### config.mk
export PLATFORM = sky130hd
export DESIGN_NAME = preg_free_list
export DESIGN_NICKNAME = d
export VERILOG_FILES = /design/src/rtl/preg_free_list.sv
export SDC_FILE = /design/constraint.sdc
export NUM_CORES = 1
export LEC_CHECK = 0
export CORE_UTILIZATION = 45
export DETAILED_ROUTE_END_ITERATION = 8
export DONT_BUFFER_PORTS = 1
export GPL_TIMING_DRIVEN = 0
export HOLD_SLACK_MARGIN = 0.05
export PLACE_DENSITY = 0.65
export SYNTH_ARGS = -nofsm -noshare
export SYNTH_HDL_FRONTEND = slang
export SYNTH_SLANG_ARGS = --single-unit
### constraint.sdc
create_clock -name clk -period 6.8 [get_ports clk]
set_input_delay 1.36 -clock clk [delete_from_list [all_inputs] [get_ports clk]]
set_output_delay 1.36 -clock clk [all_outputs]
set_load 0.01 [all_outputs]
### src/rtl/preg_free_list.sv
`default_nettype none
// ============================================================================
// Module   : preg_free_list
// Brief    : Circular free list of physical register tags for rename, with
//            dual allocate, dual reclaim and flush rewind to the commit point.
// Revision : 1.0
// ============================================================================
module preg_free_list #(
  parameter int NUM_PREGS = 64,
  parameter int NUM_AREGS = 32
) (
  input  logic                                  clk,
  input  logic                                  rst,
  input  logic                                  alloc_req1,
  input  logic                                  alloc_req2,
  output logic                                  alloc_grant1,
  output logic                                  alloc_grant2,
  output logic [$clog2(NUM_PREGS)-1:0]          alloc_preg1,
  output logic [$clog2(NUM_PREGS)-1:0]          alloc_preg2,
  input  logic                                  free1,
  input  logic                                  free2,
  input  logic [$clog2(NUM_PREGS)-1:0]          free_preg1,
  input  logic [$clog2(NUM_PREGS)-1:0]          free_preg2,
  input  logic                                  retire_alloc1,
  input  logic                                  retire_alloc2,
  input  logic                                  flush,
  output logic [$clog2(NUM_PREGS-NUM_AREGS):0]  free_count,
  output logic                                  empty,
  output logic                                  overflow_err
);

  localparam int c_TAG_W = $clog2(NUM_PREGS);
  localparam int c_DEPTH = NUM_PREGS - NUM_AREGS;
  localparam int c_PTR_W = $clog2(c_DEPTH);
  localparam int c_CNT_W = c_PTR_W + 1;

  logic [c_TAG_W-1:0] r_entry [c_DEPTH];
  logic [c_PTR_W-1:0] r_head;
  logic [c_PTR_W-1:0] r_tail;
  logic [c_PTR_W-1:0] r_commit;
  logic [c_CNT_W-1:0] r_count;
  logic               r_empty;
  logic               r_overflow;

  logic               w_grant1;
  logic               w_grant2;
  logic               w_valid1;
  logic               w_valid2;
  logic               w_acc1;
  logic               w_acc2;
  logic               w_drop;
  logic [c_CNT_W-1:0] w_n_grant;
  logic [c_CNT_W-1:0] w_n_acc;
  logic [c_CNT_W-1:0] w_base;
  logic [c_CNT_W-1:0] w_count_next;
  logic [c_PTR_W-1:0] w_n_ret;
  logic [c_PTR_W-1:0] w_slot2;
  logic [c_PTR_W-1:0] w_tail_next;
  logic [c_PTR_W-1:0] w_commit_next;
  logic [c_PTR_W-1:0] w_head_next;
  logic [c_PTR_W-1:0] w_diff;

  always_comb begin
    w_grant1  = !flush && alloc_req1 &&
                (alloc_req2 ? (r_count >= c_CNT_W'(2)) : (r_count != '0));
    w_grant2  = w_grant1 && alloc_req2;
    w_n_grant = c_CNT_W'(w_grant1) + c_CNT_W'(w_grant2);
    // Capacity check uses the post-grant occupancy so net count never exceeds depth
    w_base    = r_count - w_n_grant;
    w_valid1  = free1 && (free_preg1 != '0);
    w_valid2  = free2 && (free_preg2 != '0);
    w_acc1    = w_valid1 && (w_base < c_CNT_W'(c_DEPTH));
    w_acc2    = w_valid2 && ((w_base + c_CNT_W'(w_acc1)) < c_CNT_W'(c_DEPTH));
    w_drop    = (w_valid1 && !w_acc1) || (w_valid2 && !w_acc2);
    w_n_acc   = c_CNT_W'(w_acc1) + c_CNT_W'(w_acc2);

    w_slot2       = r_tail + c_PTR_W'(w_acc1);
    w_tail_next   = r_tail + c_PTR_W'(w_n_acc);
    w_n_ret       = c_PTR_W'(retire_alloc1) + c_PTR_W'(retire_alloc2);
    w_commit_next = r_commit + w_n_ret;
    w_head_next   = flush ? w_commit_next : (r_head + c_PTR_W'(w_n_grant));
    w_diff        = w_tail_next - w_head_next;

    // Equal pointers after a flush mean full unless nothing was ever available
    if (!flush)
      w_count_next = r_count + w_n_acc - w_n_grant;
    else if (w_diff != '0)
      w_count_next = c_CNT_W'(w_diff);
    else if ((r_count != '0) || (w_n_acc != '0))
      w_count_next = c_CNT_W'(c_DEPTH);
    else
      w_count_next = '0;
  end

  always_ff @(posedge clk) begin
    if (rst) begin
      for (int i = 0; i < c_DEPTH; i++)
        r_entry[i] <= c_TAG_W'(NUM_AREGS + i);
      r_head     <= '0;
      r_tail     <= '0;
      r_commit   <= '0;
      r_count    <= c_CNT_W'(c_DEPTH);
      r_empty    <= 1'b0;
      r_overflow <= 1'b0;
    end else begin
      if (w_acc1)
        r_entry[r_tail] <= free_preg1;
      if (w_acc2)
        r_entry[w_slot2] <= free_preg2;
      r_head   <= w_head_next;
      r_tail   <= w_tail_next;
      r_commit <= w_commit_next;
      r_count  <= w_count_next;
      r_empty  <= (w_count_next == '0);
      if (w_drop)
        r_overflow <= 1'b1;
    end
  end

  assign alloc_grant1 = w_grant1;
  assign alloc_grant2 = w_grant2;
  assign alloc_preg1  = r_entry[r_head];
  assign alloc_preg2  = r_entry[r_head + c_PTR_W'(1)];
  assign free_count   = r_count;
  assign empty        = r_empty;
  assign overflow_err = r_overflow;

endmodule
`default_nettype wire

## Word-level counts from Yosys, hierarchy flattened

Memory sizes are Yosys's and may differ from the RTL's. A register that Yosys moved wholly into a read port is not among the register bits.
Cells that the tools add are included.

| storage, ports and cells | value |
|---|---|
| flip-flop bits (word level) | 23 |
| memory bits (writable) | 192 |
| input port bits | 21 |
| logic and storage cells | 65 |
| memories kept | 1 |

| cells by class | value |
|---|---|
| add/subtract/negate cells | 13 |
| magnitude comparators | 3 |
| multiplexer cells | 20 |
| reduce and logical (&&, ||, !) cells | 22 |

Memories:

| memory | words | width | rd ports | clocked after Yosys merged registers in | write ports | line | RTL |
|---|---|---|---|---|---|---|---|
| r_entry | 32 | 6 | 2 | 1 | 32 | 37 | `logic [c_TAG_W-1:0] r_entry [c_DEPTH];` |

Operators with widths:

| cell | count |
|---|---|
| $mux 6 | 5 |
| $reduce_bool 6->1 | 4 |
| $mux 5 | 4 |
| $add 5x2->5 | 3 |
| $lt 6x6->1 const B | 2 |
| $reduce_or 6->1 | 2 |
| $sub 6x2->6 | 2 |
| $mux 1 | 11 |
| $logic_and 1x1->1 | 9 |
| $add 1x1->2 | 3 |
| $add 6x1->6 | 1 |
| $add 6x2->6 | 1 |
| $ge 6x2->1 const B | 1 |
| $logic_not 6->1 | 1 |
| $add 5x1->5 | 1 |
| $add 5x1->5 const B | 1 |
| $reduce_bool 5->1 | 1 |
| $sub 5x5->5 | 1 |
| $logic_not 1->1 | 3 |
| $logic_or 1x1->1 | 2 |

## Depth between registers and ports, before layout

Gate-level depths: netlist (run 1).

| depth | value |
|---|---|
| word-level depth | 18 |
| depth in mapped cells | 27 |
| mapped depth without buffers | 27 |

## Worst setup path before layout (run 1)

Ideal clock, no wire load.

| path | value |
|---|---|
| path type | input -> register |
| start point | input port flush |
| end point | register r_count[5] (netlist: free_count[5]) |
| arrival time | 5.771 ns |
| data required time | 6.677 ns |
| setup slack | 0.906 ns |
| stages on the path | 22 |
| path buffers | 1 |
| cells stage by stage | clkbuf_1 nor3b_1 nor3b_1 ha_1 inv_1 fa_1 xor2_1 nor3b_2 nand4_4 o21ai_0 nor2_1 ha_1 ha_1 ha_1 a21oi_1 xnor2_1 ha_1 a21o_1 a21oi_1 xnor3_1 nor3_1 or2_2 |

| between the ends | value |
|---|---|
| longest elaborated chain between the ends | 17 |

Ends and longest elaborated chain:

| item | line | RTL |
|---|---|---|
| start, declared | 26 | `input logic flush,` |
| $logic_not 1->1 (*) | -- |  |
| $logic_and 1x1->1 (*) (2 in a row) | 64 | `w_grant1 = !flush && alloc_req1 &&` |
| $logic_and 1x1->1 | 66 | `w_grant2 = w_grant1 && alloc_req2;` |
| $add 1x1->2 (*) | 67 | `w_n_grant = c_CNT_W'(w_grant1) + c_CNT_W'(w_grant2);` |
| $sub 6x2->6 (*) | 69 | `w_base = r_count - w_n_grant;` |
| $lt 6x6->1 | 72 | `w_acc1 = w_valid1 && (w_base < c_CNT_W'(c_DEPTH));` |
| $logic_and 1x1->1 | 72 |  |
| $add 6x1->6 | 73 | `w_acc2 = w_valid2 && ((w_base + c_CNT_W'(w_acc1)) < c_CNT_W'(c_DEPTH));` |
| $lt 6x6->1 | 73 |  |
| $logic_and 1x1->1 | 73 |  |
| $add 1x1->2 (*) | 75 | `w_n_acc = c_CNT_W'(w_acc1) + c_CNT_W'(w_acc2);` |
| $add 5x2->5 (*) | 78 | `w_tail_next = r_tail + c_PTR_W'(w_n_acc);` |
| via w_tail_next[2] | 58 | `logic [c_PTR_W-1:0] w_tail_next;` |
| $sub 5x5->5 (*) | 82 | `w_diff = w_tail_next - w_head_next;` |
| $reduce_bool 5->1 (*) | 87 | `else if (w_diff != '0)` |
| $mux 6 (*) | 87 |  |
| $mux 6 (*) | 85 | `if (!flush)` |
| end signal, assigned | 102 | `r_count <= c_CNT_W'(c_DEPTH);` |
| end signal, assigned | 113 | `r_count <= w_count_next;` |
| end, declared | 41 | `logic [c_CNT_W-1:0] r_count;` |

Mark *: on every way through the listed nets, which the timed path passes. The rest lies on a longest branch.
A chain may end at the register's enable or synchronous reset.

## Worst setup path after layout (run 1)

| path | value |
|---|---|
| start point | input port flush |
| end point | register r_empty (netlist: empty) |

| between the ends | value |
|---|---|
| longest elaborated chain between the ends | 18 |

Ends and longest elaborated chain:

| item | line | RTL |
|---|---|---|
| $logic_not 1->1 (*) | -- |  |
| $logic_and 1x1->1 (*) (2 in a row) | 64 |  |
| $logic_and 1x1->1 | 66 |  |
| $add 1x1->2 (*) | 67 |  |
| $sub 6x2->6 (*) | 69 |  |
| $lt 6x6->1 | 72 |  |
| $logic_and 1x1->1 | 72 |  |
| $add 6x1->6 | 73 |  |
| [2 not listed] | -- |  |
| $add 1x1->2 (*) | 75 |  |
| $add 5x2->5 (*) | 78 |  |
| via w_tail_next[2] | 58 |  |
| $sub 5x5->5 (*) | 82 |  |
| $reduce_bool 5->1 | 87 |  |
| $mux 6 (*) | 87 |  |
| $mux 6 (*) | 85 |  |
| $logic_not 6->1 (*) | 114 | `r_empty <= (w_count_next == '0);` |
| end signal, assigned | 114 |  |
| end, declared | 42 | `logic r_empty;` |

Marked as above.

==> results.md, run 1 <==
* Fin crit share at 89.7%
* Crit path max fanout at 9
* Top_reg_cell synth: edfxtp_1
* Hpwl dp at 37,200 um
* Worst hold path class: reg -> reg
* Period minus WS final at roughly 6.1 ns
* 1st-iter DRT viols at 1,578
* CTS Buffer Depth at 3
* GRT Total Usage at 29.9%
* Hold_sp: r_commit[4]
* Final net count at 1,253
* Sequential Power Share at roughly 36%
* CP startpoint kind: primary input
* Share of cells above drive strength 1 at 21.5%
* Internal power at 2830 uW
* Sink Count at 215
* Lkg Pwr at between 0.004 and 0.005 uW
* CTS Root Cell: clkbuf_16
* Async SR Flop Fraction at 0%
* Unique masters post-synth at between 60 and 70
* Wire per inst at 29.9 um
* Via count at 10,802
* CTS tree: done
* Clk pwr share at 31.3%
* DRC at 0
* Most frequent cells in the layout: 193 x mux2i_1, 192 x edfxtp_1, 120 x mux4_2
* Final Slew Violations at 0
* Post-synthesis register bit count at 215
* Setup_tns at 0 ns
* Htree depth at 1
* Rel. slew slack at 18.8%
* Sw Pwr at between 1000 and 1500 uW
* Cts repair resizes at 0
* Hold_buf cts at 0
* Critical path class: in -> reg
* Count of final setup violators at 0
* I/O pin count at 43
* Sw frac at between 30% and 40%
* Worst ir drop on vdd at 0.243 mV
* Register area share after synthesis at a little over two fifths
* Comb pwr share at 32.3%
* R2R depth at 25
* Synth Area per Inst at about 13 um^2
* Crit path from: flush
* Worst slew pin tran at roughly 1.2 ns
* Setup crit end kind: register
* Pin count of the biggest net entering global routing at 13
* Netlist Area Pre-Place at around 15,000 um^2
* TritonCTS buffer count at 25
* Overflow after GRT at 0
* Vias in the first global route at between 10,000 and 15,000
* PortBufs at 0
* GP Congestion at about 1.0
* Die W at 184 um
* Fin util at 49.8%
* Max Cap Viol at 0
* RSZ-0062 raised after global routing: false
* EDFF count, synth at approximately 190
* Setup Buffers After CTS at 0
* Vias per cell at 6.50
* First-pass GRT wire length at slightly above 70,000 um
* Reg-to-reg startpoint: free_count[2]
* Post-Route WL at 49,700 um
* Drt first pass iters at 9
* Mapped Nets at 1,226
* Most common cell after layout, fill and taps aside: mux2i_1
* Area growth from synthesis to layout at 9.04%
* Initial core utilization at 45.7%
* CP Data Arrival Time at 6.52 ns
* Req. time, crit path at between 7 and 8 ns
* Synth Warn # at 0
* Cell Pwr Density at around 270 nW/um^2
* Die Area at around 34,000 um^2
* Die H at between 150 and 200 um
* Core area at 32,500 um^2
* Clock transition at path regs at around 0.06 ns
* Rows at 66
* Worst Hold Path Cells at 2
* Worst skew pair latency at 0.53 ns
* Cell count after synthesis at roughly 1,200
* Antenna Violating Nets Remaining at 0
* Initial antenna violation count at 1
* Fin Clk Skew at ~0.012 ns
* Status: finished, final reports clean
* Final Hold Fails at 0
* Max Clk Rate at 0.164 GHz
[sequential cells by signal, summed over array words and instances (netlist names)]
name	flops
r_entry	192
free_count	6
r_commit	5
r_head	5
r_tail	5
empty	1
overflow_err	1
[cell families after synthesis]
group	Yosys count	share of synthesized area [%]
and+or+nand+nor	394	14.9
xor gates and xnor gates	28	1.89
adders and majority gates	32	2.95
AOI/OAI and AO/OA	35	1.72
buffers and inverters	140	4.14
muxes	329	32.5
DFF	215	41.9
[area by class of cell]
class,instances,area [um^2]
Sequential cell,215,6230
Multi-Input combinational cell,818,8020
Clock inverter,16,148
Antenna cell,1,2.50
Clock buffer,29,641
Inverter,32,120
Tap cell,442,553
Fill cell,2905,16300
Buffer,108,495
[critical path: stages]
cell and delay, ns:
clkbuf_1 0.24, nor3b_1 0.36, nor3b_1 0.55, ha_1 0.27
inv_1 0.05, fa_1 0.39, a21boi_0 0.22, xnor2_1 0.22
nand4_4 0.18, o21ai_0 0.24, nor2_1 0.11, ha_1 0.33
ha_1 0.20, ha_1 0.18, a21oi_1 0.20, xnor2_1 0.18
ha_1 0.31, a21o_1 0.18, a21oi_1 0.21, xnor3_1 0.25
nor3_1 0.21, nor4_1 0.09
[final timing paths]
path / to / slack [ns]
hold reg to reg: r_commit[4] / 0.54
setup reg to reg: empty / 0.85
setup / recovery: empty / 0.70
hold / removal: r_commit[4] / 0.54
[cells in the mapped netlist, drive strengths merged (3+ instances only)]
cell / count / area [um^2]
nor3b: 3 / 27.5
or2: 13 / 81.3
nand4: 7 / 73.8
fa: 5 / 100
nand2b: 4 / 25.0
ha: 27 / 338
nor3: 97 / 777
mux2: 16 / 191
o21bai: 3 / 26.3
mux4: 120 / 2700
or3: 29 / 181
nand3: 13 / 70.1
nand2: 96 / 368
xor2: 14 / 123
mux2i: 193 / 1930
or3b: 5 / 43.8
dfxtp: 23 / 460
inv: 32 / 120
a21o: 4 / 30.0
nor4: 3 / 33.8
xnor2: 12 / 113
o21ai: 9 / 78.8
edfxtp: 192 / 5770
nor2: 105 / 397
nor2b: 9 / 56.3
clkbuf: 72 / 270
buf: 36 / 225
a21oi: 11 / 55.1
[per-stage QoR]
stage | worst slack [ns] | hold WS [ns] | cell area [um^2] | power, uW | cells
after floorplan | 0.906 | 0.487 | 14900 | 2560 | 1173
after global placement | 0.194 | 0.511 | 15400 | 2950 | 1615
after detailed placement | 0.163 | 0.529 | 15400 | 2960 | 1615
after CTS | 0.700 | 0.548 | 16200 | 4290 | 1660
after global routing | 0.148 | 0.585 | 16200 | 4450 | 1660
final | 0.701 | 0.540 | 16200 | 4310 | 1661
[layer usage]
layer  share of wire (%)  vias to the layer above  track usage, %
li1                    -                     4513               -
met1                  38                     5409            40.3
met2                  46                      745            47.4
met3                  13                      135            6.76
met4                 4.0                        0            10.9
met5                   0                        -               0
[power by group through the flow]
stage	Combinational, uW	Sequential [uW]	Clock (uW)
6_report	1390	1570	1350
5_1_grt	1470	1580	1400
4_1_cts	1370	1570	1340
3_5_place_dp	1370	1590	0
3_3_place_gp	1360	1590	0
2_1_floorplan	992	1570	0
Note: power is estimated with default switching activity, not from simulation.
==> inputs of run 2 (changes only) <==
--- a/config.mk
+++ b/config.mk
@@ -8,9 +8,9 @@
 export CORE_UTILIZATION = 45
 export DETAILED_ROUTE_END_ITERATION = 8
 export DONT_BUFFER_PORTS = 1
-export GPL_TIMING_DRIVEN = 0
 export HOLD_SLACK_MARGIN = 0.05
 export PLACE_DENSITY = 0.65
+export SLEW_MARGIN = 20
 export SYNTH_ARGS = -nofsm -noshare
 export SYNTH_HDL_FRONTEND = slang
 export SYNTH_SLANG_ARGS = --single-unit
==> run 2 against run 1 <==
Net effect:
- routed wire length is 14% lower
- core utilization is 0.88 points lower
- register-to-register slack improved by 0.21 ns
- cell count down 4.9%
- setup slack better by 0.36 ns
- critical path type is now reg -> reg
- count of clock-buffer cells in the layout grew 1
==> results.md, run 2 (synthesis results as in run 1) <==
* RSZ-0062 raised after global routing: false
* Critical path class: reg -> reg
* Rows at 66 (unchanged)
* Setup crit end kind: register
* Hold_buf cts at 0 (unchanged)
* Wire per inst at 27.0 um (-9.8%)
* PortBufs at 0 (unchanged)
* Max reg flops at 192 (unchanged)
* Worst skew pair latency at 0.55 ns (+0.02 ns)
* Fin util at 48.9% (-0.88 points)
* CP Data Arrival Time at 6.17 ns (-0.35 ns)
* M2 GR Usage at 40.8% (-6.6 points)
* Total power at 4140 uW (-4.0%)
* Final net count at 1,173 (-6.4%)
* Period minus WS final at 5.74 ns (-0.357 ns)
* CTS Root Cell: clkbuf_16
* Drt first pass iters at 6 (-3)
* Met3 GRT Util at 4.36% (-2.4 points)
* Setup Buffers After CTS at 0 (unchanged)
* Worst hold path class: reg -> reg
* Cts repair resizes at 0 (unchanged)
* Post-Route WL at 42,600 um (-14%)
* Worst setup margin at 1.06 ns (+0.357 ns)
* Cell Pwr Density at 260 nW/um^2 (-2.2%)
* Crit path max fanout at 5 (-4)
* Busiest grt layer: met2
* First-pass GRT wire length at 63,400 um (-12%)
* Max Cap Viol at 0 (unchanged)
* Via count at 10,058 (-6.9%)
* Post-Place Worst Slack at 0.590 ns (+0.427 ns)
* DRC at 0 (unchanged)
* Setup_tns at 0 ns (unchanged)
* Req. time, crit path at 7.23 ns (about the same)
* Max Clk Rate at 0.174 GHz (+6.2%)
* Worst slew pin tran at 1.09 ns (-0.123 ns)
* CP most frequent cell: ha_1
* Overflow after GRT at 0 (unchanged)
* Initial core utilization at 45.7% (unchanged)
* Fin Clk Skew at 0.0167 ns (+0.00490 ns)
* WP buf/inv at 3 (+1)
* Die H at 184 um (unchanged)
* Vias in the first global route at 9,624 (-9.9%)
* Hpwl dp at 28,700 um (-23%)
* Core area at 32,500 um^2 (unchanged)
* Vias per cell at 6.37 (-2.1%)
* Worst path top cell family by delay: adder cells
* Area growth from synthesis to layout at 7.11%
* TritonCTS buffer count at 25 (unchanged)
* GRT Total Usage at 25.6% (-4.4 points)
* GP Congestion at 0.874 (-13%)
* Count of final setup violators at 0 (unchanged)
* Diodes inserted at 0 (-1)
* Fin crit share at 84.4% (-5.3 points)
* Status: finished, final reports clean
* CTS tree: done
* 1st-iter DRT viols at 1,354 (-14%)
* Lkg Pwr at 0.00455 uW (-2.6%)
* Htree depth at 1 (unchanged)
* Rel. slew slack at 26.7% (+7.9 points)
* Share of cells above drive strength 1 at 23.0% (+1.4 points)
* Max stage delay on crit path at 0.52 ns (-0.03 ns)
* Hold Slack at 0.540 ns (+0.000123 ns)
* Met1 Use GR at 36.2% (-4.1 points)
* Final Hold Fails at 0 (unchanged)
* Initial antenna violation count at 0 (-1)
* Final Slew Violations at 0 (unchanged)
* Die W at 184 um (unchanged)
* Sink Count at 215 (unchanged)
* Most frequent cells in the layout: 193 x mux2i_1, 192 x edfxtp_1, 120 x mux4_2
* CTS Buffer Depth at 3 (unchanged)
* CP startpoint kind: register
* Antenna Violating Nets Remaining at 0 (unchanged)
* Most common cell after layout, fill and taps aside: mux2i_1
* I/O pin count at 43 (unchanged)
* Die Area at 33,800 um^2 (unchanged)
* Pin count of the biggest net entering global routing at 60 (+47)
* Largest Register: r_entry
* Worst ir drop on vdd at 0.241 mV (-0.91%)
* Clock transition at path regs at 0.06 ns (about the same)
* Worst path slowest cell: dfxtp_1
run 2: cell types whose count changed in the layout (fill, tap and decap cells not counted), sizes merged:
cell and change:
inv +1, clkinv -1, bufinv -1, clkinvlp -1
diode -1, buf -8, clkbuf -71
run 2: path summary, 6_finish.rpt:
kind	startpoint	to	slack [ns]	depth (start not counted)
hold / removal	r_commit[4]	r_commit[4]	0.54	2
hold reg to reg	r_commit[4]	r_commit[4]	0.54	2
setup / recovery	free_count[2]	empty	1.06	26
setup reg to reg	free_count[2]	empty	1.06	26
run 2: per-layer routing:
metal,wire length (um),vias up,share of wire (%)
met5,0,-,0
met4,1010,0,2.4
met3,4120,72,9.7
met2,19800,531,47
met1,17600,5099,41
li1,-,4356,-
run 2: where the power goes:
group	switching [uW]	internal [uW]	total [uW]
sequential	86.8	1510	1590
clock	557	745	1300
combinational	718	525	1240
total	1360	2780	4140
run 2: cell type report:
type	instances	area [um^2]
inverters	32	120
multi-input cells	818	8040
fillers	2895	16600
clock buffers	30	644
well taps	442	553
clock inverters	14	115
repair buffers	28	210
flip-flops and latches	215	6230
run 2: through the flow:
stage	cells	instance area, um^2
3_5_place_dp	1535	15100
2_1_floorplan	1173	14900
5_1_grt	1579	15900
6_report	1579	15900
3_3_place_gp	1535	15100
4_1_cts	1579	15900
run 2: tightest hold or removal path, cell delays in order (launching register included):
cell     delay (ns)
dfxtp_1        0.32
xor2_1         0.10
nor2_1         0.08
